File: src/rtl/shoe_datapath.sv
// rtl/shoe_datapath.sv - baccarat shoe deal engine with per-rank counts, hand slots and scores
module shoe_datapath #(
   parameter int NUM_DECKS      = 1,
   parameter int CARDS_PER_HAND = 3,
   parameter int REM_W          = $clog2(52*NUM_DECKS+1)
) (
   input  logic                        slow_clock,
   input  logic                        resetb,
   input  logic                        new_round,
   input  logic                        deal_valid,
   input  logic                        deal_hand,
   output logic                        deal_ready,
   output logic                        deal_done,
   output logic                        deal_reject,
   output logic [3:0]                  card_out,
   output logic [3:0]                  rank_out,
   output logic [4*CARDS_PER_HAND-1:0] pcards,
   output logic [4*CARDS_PER_HAND-1:0] dcards,
   output logic [2:0]                  pcount,
   output logic [2:0]                  dcount,
   output logic [3:0]                  pscore_out,
   output logic [3:0]                  dscore_out,
   output logic [REM_W-1:0]            shoe_remaining,
   output logic                        shoe_empty
);

   localparam int RC_W = $clog2(4*NUM_DECKS+1);
   localparam int SI_W = $clog2(CARDS_PER_HAND);
   localparam logic [RC_W-1:0]  RANK_INIT = RC_W'(4*NUM_DECKS);
   localparam logic [REM_W-1:0] SHOE_INIT = REM_W'(52*NUM_DECKS);
   localparam logic [2:0]       HAND_FULL = 3'(CARDS_PER_HAND);

   typedef enum logic [1:0] {IDLE, SEEK, DONE} state_e;

   state_e           state_q, state_d;
   logic [3:0]       rank_q, rank_d;
   logic             hand_q, hand_d;
   logic             reject_q, reject_d;
   logic [3:0]       card_q, card_d;
   logic [3:0]       pslot_q [CARDS_PER_HAND];
   logic [3:0]       pslot_d [CARDS_PER_HAND];
   logic [3:0]       dslot_q [CARDS_PER_HAND];
   logic [3:0]       dslot_d [CARDS_PER_HAND];
   logic [2:0]       pcnt_q, pcnt_d;
   logic [2:0]       dcnt_q, dcnt_d;
   logic [RC_W-1:0]  rem_q [13];
   logic [RC_W-1:0]  rem_d [13];
   logic [REM_W-1:0] shoe_q, shoe_d;

   logic [3:0]       rank_idx;
   logic             rank_avail;
   logic [2:0]       tgt_cnt;
   logic [5:0]       psum, dsum;

   assign rank_idx   = rank_q - 4'd1;
   assign rank_avail = (rem_q[rank_idx] != '0);
   assign tgt_cnt    = deal_hand ? dcnt_q : pcnt_q;

   assign shoe_empty     = (shoe_q == '0);
   assign shoe_remaining = shoe_q;
   assign deal_ready     = (state_q == IDLE) && !shoe_empty && !new_round;
   assign deal_done      = (state_q == DONE);
   assign deal_reject    = deal_done && reject_q;
   assign card_out       = deal_done ? card_q : 4'd0;
   assign rank_out       = rank_q;
   assign pcount         = pcnt_q;
   assign dcount         = dcnt_q;

   always_comb begin
      state_d  = state_q;
      rank_d   = (rank_q == 4'd13) ? 4'd1 : rank_q + 4'd1;
      hand_d   = hand_q;
      reject_d = reject_q;
      card_d   = card_q;
      pslot_d  = pslot_q;
      dslot_d  = dslot_q;
      pcnt_d   = pcnt_q;
      dcnt_d   = dcnt_q;
      rem_d    = rem_q;
      shoe_d   = shoe_q;
      case (state_q)
         IDLE: begin
            if (new_round) begin
               for (int i = 0; i < CARDS_PER_HAND; i++) begin
                  pslot_d[i] = 4'd0;
                  dslot_d[i] = 4'd0;
               end
               pcnt_d = 3'd0;
               dcnt_d = 3'd0;
            end else if (deal_valid && deal_ready) begin
               hand_d = deal_hand;
               if (tgt_cnt == HAND_FULL) begin
                  reject_d = 1'b1;
                  card_d   = 4'd0;
                  state_d  = DONE;
               end else begin
                  reject_d = 1'b0;
                  state_d  = SEEK;
               end
            end
         end
         // Exhausted ranks are skipped simply by letting the counter move on.
         SEEK: begin
            if (rank_avail) begin
               if (hand_q) begin
                  dslot_d[dcnt_q[SI_W-1:0]] = rank_q;
                  dcnt_d = dcnt_q + 3'd1;
               end else begin
                  pslot_d[pcnt_q[SI_W-1:0]] = rank_q;
                  pcnt_d = pcnt_q + 3'd1;
               end
               rem_d[rank_idx] = rem_q[rank_idx] - RC_W'(1);
               shoe_d  = shoe_q - REM_W'(1);
               card_d  = rank_q;
               state_d = DONE;
            end
         end
         DONE:    state_d = IDLE;
         default: state_d = IDLE;
      endcase
   end

   always_ff @(posedge slow_clock) begin
      if (!resetb) begin
         state_q  <= IDLE;
         rank_q   <= 4'd1;
         hand_q   <= 1'b0;
         reject_q <= 1'b0;
         card_q   <= 4'd0;
         pcnt_q   <= 3'd0;
         dcnt_q   <= 3'd0;
         shoe_q   <= SHOE_INIT;
         for (int i = 0; i < CARDS_PER_HAND; i++) begin
            pslot_q[i] <= 4'd0;
            dslot_q[i] <= 4'd0;
         end
         for (int r = 0; r < 13; r++) begin
            rem_q[r] <= RANK_INIT;
         end
      end else begin
         state_q  <= state_d;
         rank_q   <= rank_d;
         hand_q   <= hand_d;
         reject_q <= reject_d;
         card_q   <= card_d;
         pcnt_q   <= pcnt_d;
         dcnt_q   <= dcnt_d;
         shoe_q   <= shoe_d;
         pslot_q  <= pslot_d;
         dslot_q  <= dslot_d;
         rem_q    <= rem_d;
      end
   end

   // Face cards and tens score zero; the sum stays wide enough for four nines.
   always_comb begin
      psum   = 6'd0;
      dsum   = 6'd0;
      pcards = '0;
      dcards = '0;
      for (int i = 0; i < CARDS_PER_HAND; i++) begin
         pcards[4*i +: 4] = pslot_q[i];
         dcards[4*i +: 4] = dslot_q[i];
         if (pslot_q[i] <= 4'd9) psum = psum + {2'b00, pslot_q[i]};
         if (dslot_q[i] <= 4'd9) dsum = dsum + {2'b00, dslot_q[i]};
      end
   end

   assign pscore_out = 4'(psum % 6'd10);
   assign dscore_out = 4'(dsum % 6'd10);

endmodule

File: config.mk
export PLATFORM = sky130hd
export DESIGN_NAME = shoe_datapath
export DESIGN_NICKNAME = d
export VERILOG_FILES = /design/src/rtl/shoe_datapath.sv
export SDC_FILE = /design/constraint.sdc
export NUM_CORES = 1
export LEC_CHECK = 0
export CORE_MARGIN = 2
export CORE_UTILIZATION = 58
export CTS_CLUSTER_DIAMETER = 120
export DETAILED_ROUTE_END_ITERATION = 12
export HOLD_SLACK_MARGIN = 0.15
export PLACE_DENSITY = 0.77
export SKIP_CTS_REPAIR_TIMING = 1
export SYNTH_ARGS = -nofsm -noshare
export SYNTH_HDL_FRONTEND = slang
export SYNTH_SLANG_ARGS = --single-unit
File: constraint.sdc
create_clock -name slow_clock -period 6.6 [get_ports slow_clock]
set_clock_uncertainty 0.2 [all_clocks]
set_input_delay 1.65 -clock slow_clock [delete_from_list [all_inputs] [get_ports slow_clock]]
set_output_delay 1.65 -clock slow_clock [all_outputs]
set_load 0.03 [all_outputs]
# Word level (Yosys, flattened, before mapping)
# Cells that the tools add are included.
# word_totals
ff_bits	87
input_bits	5
out_inout_bits	56
# op_classes
n_bitwise	5
n_addsub	10
reduce_logical	20
n_lt_le_gt_ge	12
eq_ne	11
n_mux	45
div_mod_pow	2
# op_table
operator	count
$mux W12	5
$pmux W12 S2	2
$bwmux W39	1
$mux W4	9
$mux W3	9
$add A6 B4 Y6	4
$bwmux W12	2
$le A4 B4 Y1 const B	6
$mux W6	4
$demux W4 S2	2
$bmux W3 S4	1
$demux W3 S4	1
$mod A6 B4 Y6 const B	2
$pmux W3 S2	2
$ne A2 B2 Y1 const B	5
$mux W2	4
$pmux W4 S2	1
$reduce_and A4 Y1	2
$logic_and A1 B1 Y1	7
$add A3 B1 Y3 const B	2
$ge A3 B3 Y1 const B	2
$logic_not A6 Y1	1
$lt A3 B1 Y1 const B	2
$not A2 Y3	2
23 further kinds	27

# Logic depth before layout (Yosys ltp)
# logic_depth
depth_word	9
mapped_depth	24
mapped_depth_nobuf	24

# Worst setup path before layout
# No wires, ideal clock.
# synth_path
path_type	reg-to-output
start	register pslot_q (netlist bit pcards[3])
end	output port pscore_out[2]
t_arrival_ns	4.884
path_buffers	0
required_ns	4.750
setup_slack_ns	-0.134
stages_incl_launch_ff	19
cell_sequence	dfxtp_1 > o21ai_0 > and2_1 > ha_1 > inv_1 > fa_1 > mux2i_1 > ha_1 > and3_1 > or3_1 > and3_1 > nor2_1 > ha_1 > a22oi_1 > a21boi_1 > or2_1 > mux2_2 > a21oi_2 > mux2i_1
# synth_via
elab_chain_cells	7
# synth_lines
item	line_no	source
start: declaration	40	logic [3:0] pslot_q [CARDS_PER_HAND];
start signal: assignment	149	pslot_q <= pslot_d;
$le A4 B4 Y1	164	if (pslot_q[i] <= 4'd9) psum = psum + {2'b00, pslot_q[i]};
$mux W4 *	164	
$add A6 B4 Y6	164	
$mux W6 *	164	
$add A6 B4 Y6	164	
$mux W6 *	164	
$mod A6 B4 Y6 *	169	assign pscore_out = 4'(psum % 6'd10);
end: declaration	21	output logic [3:0] pscore_out,
# Every way passes the cells marked *; elsewhere a longest branch is shown, timed or not.

# Worst setup path in the final report
# layout_path
start	register pslot_q (netlist bit pcards[2])
end	output port pscore_out[2]
# The elaborated chain is that of the path after synthesis.

==> impl_metrics.yaml <==
routing:
  viasPerCell: 5.975
  drtIter0Drc: 312
  routedWlPerCell_um: 17.23
  drt_wl_total_um: 15090
  vias: 5234
  ant_nets: 0
  first_pass_iters: 5
  drc: 0
power_and_ir_drop:
  switching_share: 0.2998
  seq_power_share: 0.498
  p_sw_mw: 0.3292
  vdd_drop_max_uv: 134.3
  p_comb_frac: 0.153
  intPower_mw: 0.7689
  power.share.clock: 0.349
  p_leak_nw: 2.844
  p_per_area_mw_per_mm2: 153.7
placement:
  port_buffers: 60
  dpl-instance-area_mm2: 0.006477
  hpwlAfterDp_um: 10320
  routabilityCongestion: 0.8181
  place_ws_ns: 0.03112
global_route:
  grt_use_total: 0.2644
  gr-total-overflow: 0
  grt_pass1_vias: 4924
  antenna_found_initial: 0
  grt_pass1_wl_um: 23620
  grt_start_max_net_pins: 32
yosys:
  syn_avg_cell_area_um2: 8.546
  synthCells: 676
  ys.flop_type: "dfxtp_1"
  syn-cell-area_mm2: 0.005777
  ys_types: 76
  yosys.cell_count.top_type: "dfxtp_1"
  ys_seq_area_frac: 0.3015
  synth.net_count: 730
  netlist_top_cells_area: "dfxtp_1, ha_1, mux2i_1, nand2_1, nor2_1"
  ys_ff_latch: 87
  ys_warn_count: 0
  async_flop_share: 0
  synth_top_area_cell: "dfxtp_1"
  synth-edff-count: 0
  synth_common_cells: "dfxtp_1, nand2_1, nor2_1"
  synth_top_area_frac: 0.3015
sta:
  worst_pin_slew_ns: 1.139
  slew_viol_final: 0
  setup_viol: 4
  fmax_ghz: 0.1475
  post-route-min-period_ns: 6.780
  finalWorstSetupSlack_ns: -0.1800
  max-slew-margin-rel: 0.2349
  period_share: 1.027
  hold_viol_final: 0
  rsz0062_at_grt: "true"
clocking:
  cts_tree: "done"
  root_buffer: "clkbuf_8"
  clkLatencyLatePin_ns: 0.38
  numCtsBuffers: 9
  clock_path_buffers: 2
  h-tree-depth: 3
  cts.sinks: 87
  clk_pin_slew_ns: 0.09
floorplan:
  die_w_um: 103.8
  rows: 36
  die_area_mm2: 0.01077
  start_util: 0.5937
  core_mm2: 0.009729
  die_h_um: 103.8
  ios: 61
worst_hold_path:
  holdCritPathClass: "reg -> reg"
worst_setup_path:
  cp-start-kind: "flip-flop"
  crit_required_ns: 4.75
  critPathMaxFanout: 5
  worst_ep_arrival_time_ns: 4.93
  path_class: "reg -> out"
  worst_setup_path_end_kind: "primary output"
cells_and_area:
  drive_above_1_share: 0.1723
  syn_to_final_growth_pct: 23.65
  num_antenna_cells: 0
  fin_nets: 792
  design_area_mm2: 0.007143
outcome:
  status: "finished with violations"
  failed_checks: "setup timing"
run:
  drv_cap: 0
## path summary, 6_finish.rpt
path / depth (start not counted) / to / slack (ns) / start
setup reg to reg: 13 / pcards[2]$_SDFFE_PN0P_ / 1.68 / rank_out[1]$_SDFF_PP0_
hold reg to reg: 2 / rem_q[1]$_SDFFE_PN0P_ / 0.26 / rem_q[1]$_SDFFE_PN0P_
setup / recovery: 23 / pscore_out[2] / -0.18 / pcards[2]$_SDFFE_PN0P_
hold / removal: 2 / rem_q[1]$_SDFFE_PN0P_ / 0.26 / rem_q[1]$_SDFFE_PN0P_
## final cells by class
type                            count  area, µm²
Tap cell                          133      166.4
Sequential cell                    87       1753
Clock buffer                        9      123.9
Inverter                           35      131.4
Multi-Input combinational cell    529       4172
Fill cell                         747       2586
Timing Repair Buffer               76      716.9
Clock inverter                      7      80.08
## registers in the layout (all words and copies together) (netlist names), 3 cells and up
signal and cells:
rem_q 39, dcards 12, pcards 12, shoe_remaining 6
card_q 4, rank_out 4, dcount 3, pcount 3
## layout by cell type, fill, tap and decap left out, types with 11 or more instances in the layout
cell type	count
a21oi_1	27
and2_1	26
and3_1	11
buf_4	19
clkdlybuf4s50_1	54
dfxtp_1	82
ha_1	32
inv_1	29
mux2i_1	23
nand2_1	55
nand2b_1	12
nand3_1	34
nor2_1	54
nor2b_1	22
o21a_1	16
o21ai_0	29
## logic make-up after synthesis
logic type	synth area share
AO/OA/AOI/OAI	0.2038
XOR/XNOR	0.02729
adder cells (fa/ha/maj)	0.1113
buffers and inverters	0.04137
flip-flops	0.3015
multiplexers	0.08230
AND/OR/NAND/NOR	0.2324
## stage by stage
stage	total power [mW]	hold WS, ns	TNS, ns	utilization	cells
final	1.098	0.2591	-0.5102	0.7342	876
after global routing	1.140	0.3029	-1.563	0.7342	876
after CTS	1.099	0.2595	-1.771	0.6867	867
after detailed placement	0.7234	0.2474	0	0.6658	851
after global placement	0.7200	0.2433	0	0.6658	851
after floorplan	0.6779	0.2329	-0.1698	-	676
## metal layers
layer  track usage  vias up  part of all wire
met1        0.3373     2509              0.43
met4        0.1004        0             0.020
met5             0        -                 0
met3       0.04028       28             0.045
li1              -     2558                 -
met2        0.4511      139              0.50
## power by group through the flow
stage	clock [mW]	sequential, mW	combinational, mW
after floorplan	0	0.564	0.114
after global placement	0	0.559	0.161
after detailed placement	0	0.560	0.164
after CTS	0.386	0.547	0.165
after global routing	0.408	0.549	0.184
final	0.383	0.547	0.168
## critical path, stage by stage (launching register included)
cell,delay (ns)
dfxtp_4,0.36
o21ai_2,0.14
and2_1,0.14
ha_2,0.19
inv_2,0.04
fa_2,0.35
xnor2_1,0.13
mux2i_1,0.21
inv_2,0.10
ha_4,0.23
a21o_1,0.18
o21ai_1,0.30
and3_4,0.28
nor2_4,0.05
a21boi_4,0.17
inv_2,0.07
ha_4,0.15
a41oi_2,0.14
a21boi_2,0.08
or2_1,0.28
mux2_4,0.34
a21oi_4,0.18
mux2i_2,0.25
buf_4,0.20
(Power assumes the default switching activity.)
